### src/rtl/ps2_rx_fifo.sv
// ps2_rx_fifo -- PS/2 device-to-host receiver with a first-word-fall-through
// byte FIFO, running entirely in the clk domain.
//
// Ports:
//   clk, reset        system clock (rising edge), async active-high reset
//   ps2_clk, ps2_data raw asynchronous PS/2 pins
//   rd_data/rd_valid/rd_ready  FIFO read port
//   fifo_count        occupied FIFO entries
//   busy              receiver is inside a frame (state != IDLE)
//   parity_err, frame_err, overflow  one-cycle error strobes
//
// Read handshake: rd_valid is high whenever the FIFO holds a byte and
// rd_data then shows the head byte; the head is consumed on a rising clk
// edge where rd_valid && rd_ready, and rd_data/rd_valid show the next
// entry in the following cycle.
//
// Build option: define PS2_RX_PARITY_CHECK_EN to check odd parity; when
// undefined the parity bit is ignored and parity_err is tied low.
module ps2_rx_fifo #(
  parameter int FIFO_DEPTH     = 8,
  parameter int SYNC_STAGES    = 2,
  parameter int TIMEOUT_CYCLES = 2000
) (
  input  logic                             clk,
  input  logic                             reset,
  input  logic                             ps2_clk,
  input  logic                             ps2_data,
  output logic [7:0]                       rd_data,
  output logic                             rd_valid,
  input  logic                             rd_ready,
  output logic [$clog2(FIFO_DEPTH+1)-1:0]  fifo_count,
  output logic                             busy,
  output logic                             parity_err,
  output logic                             frame_err,
  output logic                             overflow
);

  localparam int PW = $clog2(FIFO_DEPTH);
  localparam int CW = $clog2(FIFO_DEPTH+1);
  localparam int TW = $clog2(TIMEOUT_CYCLES+1);

  typedef enum logic [1:0] {S_IDLE, S_DATA, S_PARITY, S_STOP} state_t;

  // Pin synchronisers and registered falling-edge detect. Registering the
  // edge (and the data bit with it) gives the stop-edge-to-rd_valid latency
  // of SYNC_STAGES+2 cycles.
  logic [SYNC_STAGES-1:0] clk_sync_q, data_sync_q;
  logic                   clk_prev_q, edge_q, bit_q;
  logic                   clk_s, data_s;

  assign clk_s  = clk_sync_q[SYNC_STAGES-1];
  assign data_s = data_sync_q[SYNC_STAGES-1];

  always_ff @(posedge clk or posedge reset) begin
    if (reset) begin
      clk_sync_q  <= '1;
      data_sync_q <= '1;
      clk_prev_q  <= 1'b1;
      edge_q      <= 1'b0;
      bit_q       <= 1'b1;
    end else begin
      clk_sync_q  <= {clk_sync_q[SYNC_STAGES-2:0], ps2_clk};
      data_sync_q <= {data_sync_q[SYNC_STAGES-2:0], ps2_data};
      clk_prev_q  <= clk_s;
      edge_q      <= clk_prev_q & ~clk_s;
      bit_q       <= data_s;
    end
  end

  // Frame decoder state
  state_t      state_q, state_d;
  logic [2:0]  bit_cnt_q, bit_cnt_d;
  logic [7:0]  shift_q, shift_d;
  logic [TW-1:0] timer_q, timer_d;
  logic        push, frame_err_d, parity_err_d, parity_ok;
`ifdef PS2_RX_PARITY_CHECK_EN
  logic        acc_q, acc_d;   // running XOR of data bits, then parity bit
  assign parity_ok = acc_q;
`else
  assign parity_ok = 1'b1;
`endif

  always_ff @(posedge clk or posedge reset) begin
    if (reset) begin
      state_q   <= S_IDLE;
      bit_cnt_q <= 3'd0;
      shift_q   <= 8'h00;
      timer_q   <= '0;
`ifdef PS2_RX_PARITY_CHECK_EN
      acc_q     <= 1'b0;
`endif
    end else begin
      state_q   <= state_d;
      bit_cnt_q <= bit_cnt_d;
      shift_q   <= shift_d;
      timer_q   <= timer_d;
`ifdef PS2_RX_PARITY_CHECK_EN
      acc_q     <= acc_d;
`endif
    end
  end

  always_comb begin
    state_d      = state_q;
    bit_cnt_d    = bit_cnt_q;
    shift_d      = shift_q;
    push         = 1'b0;
    frame_err_d  = 1'b0;
    parity_err_d = 1'b0;
`ifdef PS2_RX_PARITY_CHECK_EN
    acc_d        = acc_q;
`endif
    if (state_q == S_IDLE || edge_q) timer_d = '0;
    else                             timer_d = timer_q + TW'(1);

    case (state_q)
      S_IDLE: if (edge_q && !bit_q) begin
        state_d   = S_DATA;
        bit_cnt_d = 3'd0;
`ifdef PS2_RX_PARITY_CHECK_EN
        acc_d     = 1'b0;
`endif
      end
      S_DATA: if (edge_q) begin
        shift_d[bit_cnt_q] = bit_q;
`ifdef PS2_RX_PARITY_CHECK_EN
        acc_d = acc_q ^ bit_q;
`endif
        if (bit_cnt_q == 3'd7) state_d = S_PARITY;
        else                   bit_cnt_d = bit_cnt_q + 3'd1;
      end
      S_PARITY: if (edge_q) begin
        // Folding the parity bit into the accumulator leaves 1 for odd parity.
`ifdef PS2_RX_PARITY_CHECK_EN
        acc_d = acc_q ^ bit_q;
`endif
        state_d = S_STOP;
      end
      S_STOP: if (edge_q) begin
        state_d = S_IDLE;
        if (!bit_q)         frame_err_d  = 1'b1;
        else if (parity_ok) push         = 1'b1;
        else                parity_err_d = 1'b1;
      end
      default: state_d = S_IDLE;
    endcase

    // Stalled frame: no falling edge for TIMEOUT_CYCLES cycles.
    if (state_q != S_IDLE && !edge_q && timer_q == TW'(TIMEOUT_CYCLES-1)) begin
      state_d     = S_IDLE;
      frame_err_d = 1'b1;
      timer_d     = '0;
    end
  end

  assign busy = (state_q != S_IDLE);

  // FWFT FIFO
  logic [7:0]    mem [FIFO_DEPTH];
  logic [PW-1:0] wr_ptr_q, rd_ptr_q;
  logic [CW-1:0] count_q;
  logic          full, pop, do_push;
  logic          frame_err_q, parity_err_q, overflow_q;

  assign full     = (count_q == CW'(FIFO_DEPTH));
  assign rd_valid = (count_q != '0);
  assign pop      = rd_valid && rd_ready;
  assign do_push  = push && (!full || pop);

  always_ff @(posedge clk) begin
    if (do_push) mem[wr_ptr_q] <= shift_q;
  end

  always_ff @(posedge clk or posedge reset) begin
    if (reset) begin
      wr_ptr_q     <= '0;
      rd_ptr_q     <= '0;
      count_q      <= '0;
      frame_err_q  <= 1'b0;
      parity_err_q <= 1'b0;
      overflow_q   <= 1'b0;
    end else begin
      if (do_push) wr_ptr_q <= wr_ptr_q + PW'(1);
      if (pop)     rd_ptr_q <= rd_ptr_q + PW'(1);
      case ({do_push, pop})
        2'b10:   count_q <= count_q + CW'(1);
        2'b01:   count_q <= count_q - CW'(1);
        default: count_q <= count_q;
      endcase
      frame_err_q  <= frame_err_d;
      parity_err_q <= parity_err_d;
      overflow_q   <= push && full && !pop;
    end
  end

  // Head entry is masked so rd_data reads 8'h00 while the FIFO is empty.
  assign rd_data    = rd_valid ? mem[rd_ptr_q] : 8'h00;
  assign fifo_count = count_q;
  assign frame_err  = frame_err_q;
  assign overflow   = overflow_q;
`ifdef PS2_RX_PARITY_CHECK_EN
  assign parity_err = parity_err_q;
`else
  assign parity_err = 1'b0;
  logic unused_parity;
  assign unused_parity = parity_err_q | parity_err_d;
`endif

endmodule

### config.mk
export PLATFORM = sky130hd
export DESIGN_NAME = ps2_rx_fifo
export DESIGN_NICKNAME = d
export VERILOG_FILES = /design/src/rtl/ps2_rx_fifo.sv
export SDC_FILE = /design/constraint.sdc
export NUM_CORES = 1
export LEC_CHECK = 0
export BUFFER_PORTS_ARGS = -buffer_cell sky130_fd_sc_hd__buf_2
export CAP_MARGIN = 20
export CORE_MARGIN = 2
export CORE_UTILIZATION = 55
export CTS_CLUSTER_DIAMETER = 150
export DETAILED_ROUTE_END_ITERATION = 8
export PLACE_DENSITY = 0.73
export SLEW_MARGIN = 20
export SYNTH_ARGS = -nofsm -noshare
export SYNTH_HDL_FRONTEND = slang
export SYNTH_SLANG_ARGS = --single-unit
### constraint.sdc
create_clock -name clk -period 3.75 [get_ports clk]
set_input_delay 0.375 -clock clk [delete_from_list [all_inputs] [get_ports clk]]
set_output_delay 0.375 -clock clk [all_outputs]
set_load 0.02 [all_outputs]
Word level (Yosys, flattened, before mapping)

Memories as Yosys holds them, arrays and structs flattened.
Cells that the tools add are included.

Bits in registers: 43
Bits in latches: 0
Memory bits (writable): 64
Bits in read-only memories: 0
Output and inout bits: 17
Memories: 1

Memories:

| memory | words | bits a word | read ports | clocked after memory_dff | wr ports | RTL line | text |
|---|---|---|---|---|---|---|---|
| mem    | 8     | 8           | 1          | 0                        | 1        | 159      | `logic [7:0] mem [FIFO_DEPTH];` |

Add/sub/neg operators: 6
$mul: 0
Div/mod/pow operators: 0
Order comparisons: 2
Equality and inequality tests: 16
Shift operators: 0
Muxes and demuxes: 27
Bitwise logic cells: 2
Reductions and logical operators: 22

Operator list:

| operator                                            | count |
|---|---|
| two-way mux 11 bit                                  | 2 |
| two-way mux 2 bit                                   | 6 |
| != test 3 bit (second input constant)               | 4 |
| adder 11 x 1 -> 11 bit (second input constant)      | 1 |
| == test 11 bit (second input constant)              | 1 |
| two-way mux 1 bit                                   | 10 |
| adder 3 x 1 -> 3 bit (second input constant)        | 3 |
| two-way mux 3 bit                                   | 3 |
| bitwise mux 8 bit                                   | 1 |
| logical AND 1 bit                                   | 8 |
| two-way mux 8 bit                                   | 1 |
| case mux 2 bit (4 select lines)                     | 1 |
| case mux 4 bit (2 select lines)                     | 1 |
| == test 2 bit (second input constant)               | 3 |
| case mux 3 bit (2 select lines)                     | 1 |
| nonzero test 2 bit                                  | 3 |
| AND reduction 5 bit                                 | 1 |
| adder 4 x 1 -> 4 bit (second input constant)        | 1 |
| == test 2 x 1 -> 1 bit (second input constant)      | 2 |
| == test 4 bit (second input constant)               | 1 |
| zero test 1 bit                                     | 4 |
| < comparator 3 x 4 -> 1 bit (second input constant) | 1 |
| != test 2 bit (second input constant)               | 2 |
| AND reduction 4 bit                                 | 1 |
| other kinds (12)                                    | 13 |

Longest topological paths before layout

Gate-level depths: netlist of the first run.

Depth after elaboration: 6
Mapped depth: 11

Worst setup path after synthesis of the first run

Ideal clock, no wire load.

Path type: reg2reg
Start point: register count_q[1] (netlist: fifo_count[1])
End point: register count_q[2] (netlist: fifo_count[2])
Arrival: 2.267 ns
Slack: 1.345 ns
Stages on the path, launching flop included: 11
Buffers on the path: 1
Clock period less this slack: 2.405 ns
Path through: dfrtp_1 > buf_6 > nor4_4 > nor2_4 > ha_1 > xor2_1 > ha_1 > a21oi_1 > xor2_1 > nor2_1 > xor2_1

Word-level cells in the longest chain between the ends: 6

RTL lines:

| item                                                                         | RTL line | text |
|---|---|---|
| from (decl)                                                                  | 161      | `logic [CW-1:0] count_q;` |
| from (signal assigned)                                                       | 186      | `2'b10: count_q <= count_q + CW'(1);` |
| from (signal assigned)                                                       | 187      | `2'b01: count_q <= count_q - CW'(1);` |
| from (signal assigned)                                                       | 188      | `default: count_q <= count_q;` |
| nonzero test 4 bit *                                                         | 166      | `assign rd_valid = (count_q != '0);` |
| logical AND 1 bit *                                                          | 167      | `assign pop = rd_valid && rd_ready;` |
| named net pop                                                                | 162      | `logic full, pop, do_push;` |
| logical OR 1 bit                                                             | 168      | `assign do_push = push && (!full \|\| pop);` |
| logical AND 1 bit                                                            | 168      |  |
| == test 2 x 1 -> 1 bit / == test 2 bit (equally long branches)               | 185      | `case ({do_push, pop})` |
| case mux 4 bit (2 select lines) / nonzero test 2 bit (equally long branches) | --       |  |

The timed path passes the listed nets; every way through them passes the cells marked *.
A chain may end at the register's enable or synchronous reset.

Final worst setup path of the first run

Same ends and word-level chain as after synthesis.

==> reports/metrics.csv, run 1 <==
stage,metric,value,unit
sta,worst_hold_slack,0.0971,ns
grt,antenna_found_initial,0,
floorplan,coreArea,8130,um2
place,post-place-ws,1.18,ns
drt,drc_errors,0,
drt,drt_iter0_markers,124,
logic_synthesis,yosys_warnings,0,
place,hpwl,4.80,mm
setup_path,cp-end-kind,register,
logic_synthesis,synth_cells,305,
logic_synthesis,yosysTopAreaCell,edfxtp_1,
sta,skew,0.00882,ns
sta,setup_tns,0,ns
layout,area_growth,8.29,%
sta,fmax,390,MHz
sta,post-route-min-period,2.56,ns
place,gp_congestion,0.763,
floorplan,die_h,95.3,um
floorplan,io-pin-count,22,
power_and_ir_drop,powerDensity,665,nW/um2
clocking,cts-resized-gates,0,
layout,drive_gt1_frac,0.226,
sta,rsz0062_at_grt,false,
grt,grt_util_all_layers,0.179,
power_and_ir_drop,vdd_drop_max,0.000362,V
drt,drt-total-wl,7.16,mm
sta,drv_slew,0,
clocking,cts_setup_buffers,0,
drt,final_antenna_net_count,0,
clocking,clk_pin_slew,0.10,ns
clocking,cts_buffer_depth,2,
sta,relSlewSlack,0.451,
min_path,whs_path_depth,1,
grt,grt_pass1_wl,12.0,mm
floorplan,die_w,95.3,um
layout,fin_area,4970,um2
setup_path,cp_data_required_time,4.00,ns
sta,setup_viol,0,
logic_synthesis,yosysSeqAreaShare,0.655,
clocking,root_buffer,clkbuf_8,
setup_path,worst_r2r_path_depth,9,
layout,nNetsFinal,348,
logic_synthesis,synth-edff-count,64,
clocking,cts_tree,done,
grt,grt_pass1_vias,2370,
logic_synthesis,synth_fp_nets,322,
logic_synthesis,ys_ff_latch,107,
min_path,hold_path.class,primary input to register,
logic_synthesis,ys_types,43,
clocking,clkLatencyLatePin,0.36,ns
drt,wire_per_inst,16.2,um
power_and_ir_drop,total_power,3.30,mW
logic_synthesis,synthArstFlopShare,0.402,
setup_path,worstPathArrival,2.81,ns
sta,finalHoldViolCount,0,
floorplan,start_util,0.564,
drt,firstDrtPassIters,4,
setup_path,critical_path_class,register to register,
logic_synthesis,synth.avg_cell_area,15.0,um2
drt,via_per_inst,5.47,
place,io_buffer_count,20,
clocking,htreeDepth,3,
logic_synthesis,synthTopCellsByArea,"edfxtp_1 (42%), dfrtp_1 (20%), mux4_2 (7.9%)",
logic_synthesis,syn_area,4590,um2
layout,antennaDiodeCount,0,
clocking,numCtsBuffers,9,
grt,grt_overflow,0,
logic_synthesis,synth_ff_type,edfxtp_1,
floorplan,die_area,9080,um2
sta,fin_crit_sh,0.684,
drt,vias,2413,
setup_path,start_kind,register,
floorplan,core.rowCount,33,
logic_synthesis,synth_most_common_cell,edfxtp_1,
logic_synthesis,yosysTopAreaCellShare,0.419,
power_and_ir_drop,leakagePower,1.89,nW
logic_synthesis,netlist_top_cells_count,"edfxtp_1 (64), dfrtp_1 (37), nor2_1 (34)",
sta,fin_ws,1.19,ns
clocking,clock-sinks,107,
setup_path,crit_fanout,10,
place,post_dp_cell_area,4790,um2
sta,worstMarginPinSlew,0.821,ns
run,maxCapViolations,0,
grt,grt_max_degree,44,
clocking,cts-hold-fix-buffers,0,
status,status,"complete, no violations",
layout,nFillCells,590,
## layer usage
layer,track usage,up-vias,share of wire
met4,0.0773,0,0.018
met2,0.276,36,0.47
met3,0.0340,10,0.030
met1,0.252,1203,0.48
met5,0,-,0
li1,-,1164,-
## path summary, 6_finish.rpt
path / to / from / slack, ns
hold reg to reg: bit_q$_DFF_PP1_ / data_sync_q[1]$_DFF_PP1_ / 0.37
hold / removal: clk_sync_q[0]$_DFF_PP1_ / ps2_clk / 0.1
max in group asynchronous: bit_q$_DFF_PP1_ / reset / 3.25
setup / recovery: fifo_count[2]$_DFFE_PP0P_ / fifo_count[1]$_DFFE_PP0P_ / 1.19
setup reg to reg: fifo_count[2]$_DFFE_PP0P_ / fifo_count[1]$_DFFE_PP0P_ / 1.19
min in group asynchronous: fifo_count[0]$_DFFE_PP0P_ / reset / 0.12
## worst max-delay path: stages (launching register included)
cell and delay (ns):
dfrtp_1 0.49, nor4_4 0.69, nor2_4 0.11, ha_1 0.31, xor2_1 0.17, ha_1 0.18
a21oi_1 0.14, xor2_1 0.16, nor2_1 0.06, xor2_1 0.14
## power by group
group	switching (mW)	internal, mW	total, mW
combinational	0.527	0.502	1.03
sequential	0.238	1.41	1.64
clock	0.384	0.245	0.628
total	1.15	2.15	3.30
## layout make-up
type                    instances  area, um2  area share
well taps                     105        131      0.0265
multi-input cells             181       1490       0.300
flip-flops and latches        107       3010       0.605
repair buffers                 24        130      0.0262
inverters                       8       30.0     0.00605
clock inverters                 7       53.8      0.0108
clock buffers                   9        124      0.0249
## state kept, by name (all words and copies together) (netlist names)
signal and flops:
bit_q 1, rd_ptr_q 3, wr_ptr_q 3, shift_q 8
edge_q 1, bit_cnt_q 3, frame_err 1, mem 64
data_sync_q 2, overflow 1, state_q 2, fifo_count 4
clk_sync_q 2, clk_prev_q 1, timer_q 11
## stage by stage
stage / cells / utilization
2_1_floorplan: 305 / -
3_3_place_gp: 425 / 0.589
3_5_place_dp: 425 / 0.589
4_1_cts: 441 / 0.611
5_1_grt: 441 / 0.611
6_report: 441 / 0.611
## kinds of logic after synthesis
family / count (synthesis) / share of synthesized area
AO/OA/AOI/OAI: 19 / 0.0284
buffers and inverters: 17 / 0.0194
XOR/XNOR: 17 / 0.0325
adder cells (fa/ha/maj): 12 / 0.0327
other: 1 / 0.000818
AND/OR/NAND/NOR: 97 / 0.107
multiplexers: 35 / 0.124
flip-flops: 107 / 0.655
## layout by cell type, fill, tap and decap left out, types with 7 or more instances in the layout
cell type  instances
buf_2             20
clkbuf_8           9
dfrtp_1           37
edfxtp_1          64
ha_1              12
inv_1              7
mux2_2            10
mux2i_1            8
mux4_2            16
nand2_1           15
nand2b_1           9
nand3_1            8
nor2_1            34
nor3_1            10
xnor2_1           11
(Power assumes the default switching activity.)
==> run 2: changes to the inputs <==
==> constraint.sdc (replaced) <==
create_clock -name clk -period 2.6 [get_ports clk]
set_input_delay 0.26 -clock clk [delete_from_list [all_inputs] [get_ports clk]]
set_output_delay 0.26 -clock clk [all_outputs]
set_load 0.02 [all_outputs]
==> run 2 against run 1 <==
Sequential power is 44% higher. Hold slack gained 0.15 ns. Critical path depth is 1 higher. Sequential share of layout area fell by 1.2 points. Fmax is 11% higher. Final cell count rose by 2.5%. Critical endpoint unchanged. Largest power group unchanged.
==> reports/metrics.csv, run 2 (synthesis results as in run 1) <==
stage,metric,value,unit,change
setup_path,cp_common_cell,xor2_1,,
power_and_ir_drop,comb_power_share,0.311,,about the same
clocking,cts-hold-fix-buffers,3,,+3
grt,grt_pass1_vias,2351,,-0.80%
clocking,cts_tree,done,,
clocking,clk_pin_slew,0.10,ns,about the same
layout,drive_gt1_frac,0.245,,+0.0188
floorplan,die_w,95.3,um,unchanged
power_and_ir_drop,total_power,4.82,mW,+46%
layout,largest_reg_flops,64,,unchanged
sta,skew,0.00636,ns,-0.00246 ns
sta,relSlewSlack,0.473,,+0.0224
grt,grt_overflow,0,,unchanged
power_and_ir_drop,pwr-share-seq,0.491,,-0.007
sta,fin_crit_sh,0.891,,+0.208
place,gp_congestion,0.737,,-3.3%
grt,grt_pass1_wl,11.6,mm,-3.1%
layout,final_common_cell,edfxtp_1,,
clocking,cts_buffer_depth,2,,unchanged
drt,via_per_inst,5.39,,-1.5%
layout,top_regs,"mem x64, timer_q x11, shift_q x8",,
sta,setup_tns,0,ns,unchanged
drt,drt-total-wl,7.07,mm,-1.2%
layout,post-route-util,0.623,,+0.0123
setup_path,worstPathArrival,2.56,ns,-0.25 ns
layout,fin_cells,452,,+2.5%
clocking,numCtsBuffers,9,,unchanged
floorplan,io-pin-count,22,,unchanged
layout,nNetsFinal,359,,+3.2%
setup_path,slowest_stage,dfstp_2,,
grt,antenna_found_initial,0,,unchanged
setup_path,start_kind,register,,
drt,drt_iter0_markers,80,,-35%
setup_path,cp_data_required_time,2.84,ns,-1.16 ns
sta,fin_ws,0.282,ns,-0.904 ns
drt,wire_per_inst,15.7,um,-3.6%
sta,finalHoldViolCount,0,,unchanged
clocking,root_buffer,clkbuf_8,,
layout,top_register,mem,,
setup_path,crit_fanout,12,,+2
power_and_ir_drop,pwr-share-clk,0.198,,+0.008
floorplan,start_util,0.564,,unchanged
layout,antennaDiodeCount,0,,unchanged
clocking,cts_setup_buffers,0,,unchanged
clocking,clock-sinks,107,,unchanged
floorplan,coreArea,8130,um2,unchanged
power_and_ir_drop,p_int,3.14,mW,+46%
clocking,htreeDepth,3,,unchanged
power_and_ir_drop,power.switching,1.68,mW,+46%
drt,drc_errors,0,,unchanged
place,hpwl,4.88,mm,+1.5%
sta,setup_viol,0,,unchanged
sta,post-route-min-period,2.32,ns,-0.246 ns
floorplan,die_h,95.3,um,unchanged
setup_path,crit_path_cell_trace,nand3_1 -> a31oi_2 -> inv_1 -> ha_1 -> xor2_1 -> ha_1 -> a21oi_1 -> xor2_1 -> nor2_1 -> xor2_1,,
setup_path,critical_path_class,register to register,,
setup_path,cp-end-kind,register,,
place,dp_cells,433,,+1.9%
clocking,cts-resized-gates,0,,unchanged
status,status,"complete, no violations",,
floorplan,core.rowCount,33,,unchanged
sta,drv_slew,0,,unchanged
place,io_buffer_count,20,,unchanged
min_path,hold_path.class,primary input to register,,
sta,rsz0062_at_grt,false,,
floorplan,die_area,9080,um2,unchanged
drt,vias,2435,,+0.91%
layout,area_growth,10.5,%,
grt,grt_max_degree,26,,-41%
power_and_ir_drop,powerDensity,951,nW/um2,+43%
power_and_ir_drop,leakagePower,1.96,nW,+3.7%
sta,worstMarginPinSlew,0.790,ns,-0.0306 ns
clocking,clkLatencyLatePin,0.36,ns,about the same
sta,fmax,431,MHz,+11%
run,maxCapViolations,0,,unchanged
drt,firstDrtPassIters,4,,unchanged
place,post-place-ws,0.287,ns,-0.888 ns
drt,final_antenna_net_count,0,,unchanged
layout,final_cell_mix,"edfxtp_1 (64), dfrtp_1 (37), nor2_1 (34)",,
setup_path,slowest_delay,0.65,ns,-0.04 ns
power_and_ir_drop,sw_frac_of_total,0.348,,+0.000376
grt,grt_util_all_layers,0.172,,-0.00704
power_and_ir_drop,vdd_drop_max,0.000425,V,+17%
==> run 2: cell types whose count changed in the layout (fill, tap and decap cells not counted) <==
cell           change
buf_4              +8
dlygate4sd3_1      +3
inv_6              +3
clkinvlp_4         -2
clkinv_1           -1
clkinv_4           -1
inv_8              +1
==> run 2: per-layer routing <==
layer  vias up  wire [um]  GRT usage
li1       1208          -          -
met1      1189       3280      0.229
met5         -          0          0
met2        28       3530      0.283
met4         0        115     0.0688
met3        10        151     0.0308
==> run 2: worst max-delay path: cells and delay by family (launching register included) <==
family                     cells  cell delay [ns]
AOI/OAI and AO/OA              2             0.34
adders and majority gates      2             0.43
buffers and inverters          1             0.08
DFF                            1             0.65
and+or+nand+nor                2             0.23
xor gates and xnor gates       3             0.46
==> run 2: cell type report <==
cell class,instances,area (um2)
fill,586,3070
sequential,107,3010
multi-input combinational,181,1490
timing repair buffer,35,220
tap,105,131
clock buffer,9,124
clock inverter,7,63.8
inverter,8,30.0
==> run 2: final timing paths <==
path	startpoint	end	slack [ns]	cells after the start
min reg2reg	data_sync_q[0]$_DFF_PP1_	data_sync_q[1]$_DFF_PP1_	0.36	0
max reg2reg	bit_q$_DFF_PP1_	fifo_count[2]$_DFFE_PP0P_	0.28	10
min in group asynchronous	reset	timer_q[7]$_DFF_PP0_	0.46	3
max in group asynchronous	reset	clk_sync_q[1]$_DFF_PP1_	1.40	4
min	rd_ready	overflow$_DFF_PP0_	0.24	4
max	bit_q$_DFF_PP1_	fifo_count[2]$_DFFE_PP0P_	0.28	10
==> run 2: power by group through the flow <==
stage / sequential, mW / combinational [mW] / clock (mW)
after global placement: 2.39 / 1.46 / 0
after CTS: 2.37 / 1.53 / 0.985
after global routing: 2.41 / 1.67 / 1.05
final: 2.36 / 1.50 / 0.955
after detailed placement: 2.40 / 1.51 / 0
after floorplan: 2.28 / 1.26 / 0
==> run 2: stage by stage <==
stage	hold WS (ns)	cell area [um2]
after floorplan	0.264	4590
after global placement	0.297	4850
after detailed placement	0.306	4850
after CTS	0.218	5070
after global routing	0.251	5070
final	0.245	5070
==> run 3: changes to the inputs <==
==> constraint.sdc (replaced) <==
create_clock -name clk -period 2.6 [get_ports clk]
set_input_delay 0.13 -clock clk [delete_from_list [all_inputs] [get_ports clk]]
set_output_delay 0.13 -clock clk [all_outputs]
set_load 0.02 [all_outputs]
==> run 3 against run 2 <==
Sequential share of layout area barely moved. Clock power increased by 2.2%. Combinational power about the same. Count of clock-buffer cells in the layout unchanged. Critical path depth is the same.
==> reports/metrics.csv, run 3 (synthesis results as in run 1) <==
stage,metric,value,unit,change
setup_path,cp_data_required_time,2.86,ns,+0.02 ns
drt,firstDrtPassIters,4,,unchanged
grt,grt_overflow,0,,unchanged
setup_path,start_kind,register,,
sta,drv_slew,0,,unchanged
drt,drt_iter0_markers,94,,+18%
layout,fin_cells,452,,unchanged
clocking,root_buffer,clkbuf_8,,
place,dp_cells,433,,unchanged
sta,relSlewSlack,0.503,,+0.0298
clocking,clock-sinks,107,,unchanged
floorplan,coreArea,8130,um2,unchanged
clocking,cts_tree,done,,
layout,multi_input_area,1490,um2,unchanged
grt,antenna_found_initial,0,,unchanged
setup_path,cp_num_buf_inv,1,,unchanged
min_path,whs_path_depth,4,,unchanged
clocking,cts_buffer_depth,2,,unchanged
power_and_ir_drop,powerDensity,951,nW/um2,about the same
sta,fin_crit_sh,0.882,,-0.00930
layout,final_common_cell,edfxtp_1,,
sta,skew,0.00766,ns,+0.00130 ns
sta,finalHoldViolCount,0,,unchanged
sta,fmax,436,MHz,+1.1%
setup_path,slowest_delay,0.64,ns,about the same
drt,drc_errors,0,,unchanged
power_and_ir_drop,leakagePower,1.96,nW,about the same
layout,antennaDiodeCount,0,,unchanged
clocking,clkLatencyLatePin,0.37,ns,about the same
grt,grt_pass1_wl,12.3,mm,+5.9%
drt,via_per_inst,5.50,,+2.0%
grt,grt_pass1_vias,2407,,+2.4%
drt,vias,2484,,+2.0%
drt,wl_met1,3.28,mm,about the same
layout,nNetsFinal,359,,unchanged
setup_path,worstPathArrival,2.55,ns,about the same
setup_path,crit_fanout,12,,unchanged
clocking,numCtsBuffers,9,,unchanged
drt,wl_met3,237,um,+57%
status,status,"complete, no violations",,
floorplan,start_util,0.564,,unchanged
floorplan,die_w,95.3,um,unchanged
layout,regArea,3010,um2,unchanged
place,gp_congestion,0.825,,+12%
drt,wire_per_inst,15.9,um,+1.9%
drt,final_antenna_net_count,0,,unchanged
sta,rsz0062_at_grt,false,,
setup_path,cp-end-kind,register,,
layout,largest_reg_flops,64,,unchanged
floorplan,io-pin-count,22,,unchanged
run,maxCapViolations,0,,unchanged
sta,setup_viol,0,,unchanged
floorplan,die_area,9080,um2,unchanged
grt,grt_max_degree,31,,+19%
sta,setup_tns,0,ns,unchanged
sta,worstMarginPinSlew,0.745,ns,-0.0447 ns
layout,top_register,mem,,
sta,post-route-min-period,2.29,ns,-0.0242 ns
drt,drt-total-wl,7.21,mm,+1.9%
setup_path,cp_common_cell,xor2_1,,
floorplan,die_h,95.3,um,unchanged
power_and_ir_drop,total_power,4.82,mW,about the same
place,hpwl,5.02,mm,+2.9%
clocking,htreeDepth,3,,unchanged
layout,area_growth,10.6,%,about the same
floorplan,core.rowCount,33,,unchanged
layout,final_cell_mix,"edfxtp_1 (64), dfrtp_1 (37), nor2_1 (34)",,
layout,top_regs,"mem x64, timer_q x11, shift_q x8",,
setup_path,critical_path_class,register to register,,
place,io_buffer_count,20,,unchanged
drt,wl_met2,3.54,mm,+0.31%
power_and_ir_drop,vdd_drop_max,0.000394,V,-7.4%
layout,fin_area,5070,um2,about the same
grt,grt_util_all_layers,0.180,,+0.00786
drt,highest_layer,met4,,
layout,nFillCells,618,,+5.5%
setup_path,crit_path_cell_trace,nand3_1 -> a31oi_2 -> inv_1 -> ha_1 -> xor2_1 -> ha_1 -> a21oi_1 -> xor2_1 -> nor2_1 -> xor2_1,,
min_path,hold_path.class,primary input to register,,
setup_path,worst_r2r_path_depth,10,,unchanged
setup_path,critical-path-top-delay-family,flip-flops,,
layout,drive_gt1_frac,0.248,,+0.00288
setup_path,path_depth,10,,unchanged
place,post_dp_cell_area,4850,um2,unchanged
clocking,cts-resized-gates,0,,unchanged
setup_path,slowest_stage,dfstp_2,,
clocking,clk_pin_slew,0.10,ns,about the same
-- run 3: changes by cell type in the layout (fill, tap and decap cells not counted) --
cell	change
inv_6	-3
inv_8	+2
clkinv_1	-1
clkinvlp_4	+1
inv_2	+1
-- run 3: power by group --
part / switching, mW / total [mW] / internal [mW]
registers: 0.337 / 2.36 / 2.03
clock network: 0.601 / 0.976 / 0.375
logic: 0.746 / 1.48 / 0.734
total: 1.68 / 4.82 / 3.14
-- run 3: timing repair --
item                      CTS  global route
hold buffers                3             0
buffers inserted            0             0
hold endpoints to repair   31             0
-- run 3: per-layer routing --
layer / track usage / vias up
met5: 0 / -
met1: 0.258 / 1232
met4: 0.0628 / 0
met2: 0.275 / 41
met3: 0.0403 / 13
li1: - / 1198
-- run 3: layout make-up --
cell class | count | share of cell area
timing repair buffer | 35 | 0.0434
tap | 105 | 0.0259
clock inverter | 7 | 0.0133
inverter | 8 | 0.00592
clock buffer | 9 | 0.0244
multi-input combinational | 181 | 0.294
sequential | 107 | 0.593
-- run 3: final timing paths --
kind	start	endpoint	slack, ns
min in group asynchronous	reset	rd_ptr_q[0]$_DFFE_PP0P_	0.38
hold / removal	rd_ready	overflow$_DFF_PP0_	0.10
setup reg to reg	bit_q$_DFF_PP1_	fifo_count[2]$_DFFE_PP0P_	0.31
setup / recovery	bit_q$_DFF_PP1_	fifo_count[2]$_DFFE_PP0P_	0.31
max in group asynchronous	reset	clk_sync_q[1]$_DFF_PP1_	1.52
hold reg to reg	data_sync_q[0]$_DFF_PP1_	data_sync_q[1]$_DFF_PP1_	0.36
-- run 3: stage by stage --
stage	hold WS [ns]	utilization	setup slack, ns
2_1_floorplan	0.134	-	0.195
3_5_place_dp	0.236	0.596	0.302
4_1_cts	0.0923	0.623	0.289
5_1_grt	0.123	0.623	0.0997
6_report	0.102	0.623	0.306
3_3_place_gp	0.237	0.596	0.356
-- run 3: worst register-to-register path, cell delays in order, from the launching register on --
cell     delay, ns
dfstp_2       0.64
nand3_1       0.16
a31oi_2       0.20
inv_1         0.08
ha_1          0.25
xor2_1        0.16
ha_1          0.19
a21oi_1       0.14
xor2_1        0.15
nor2_1        0.06
xor2_1        0.14
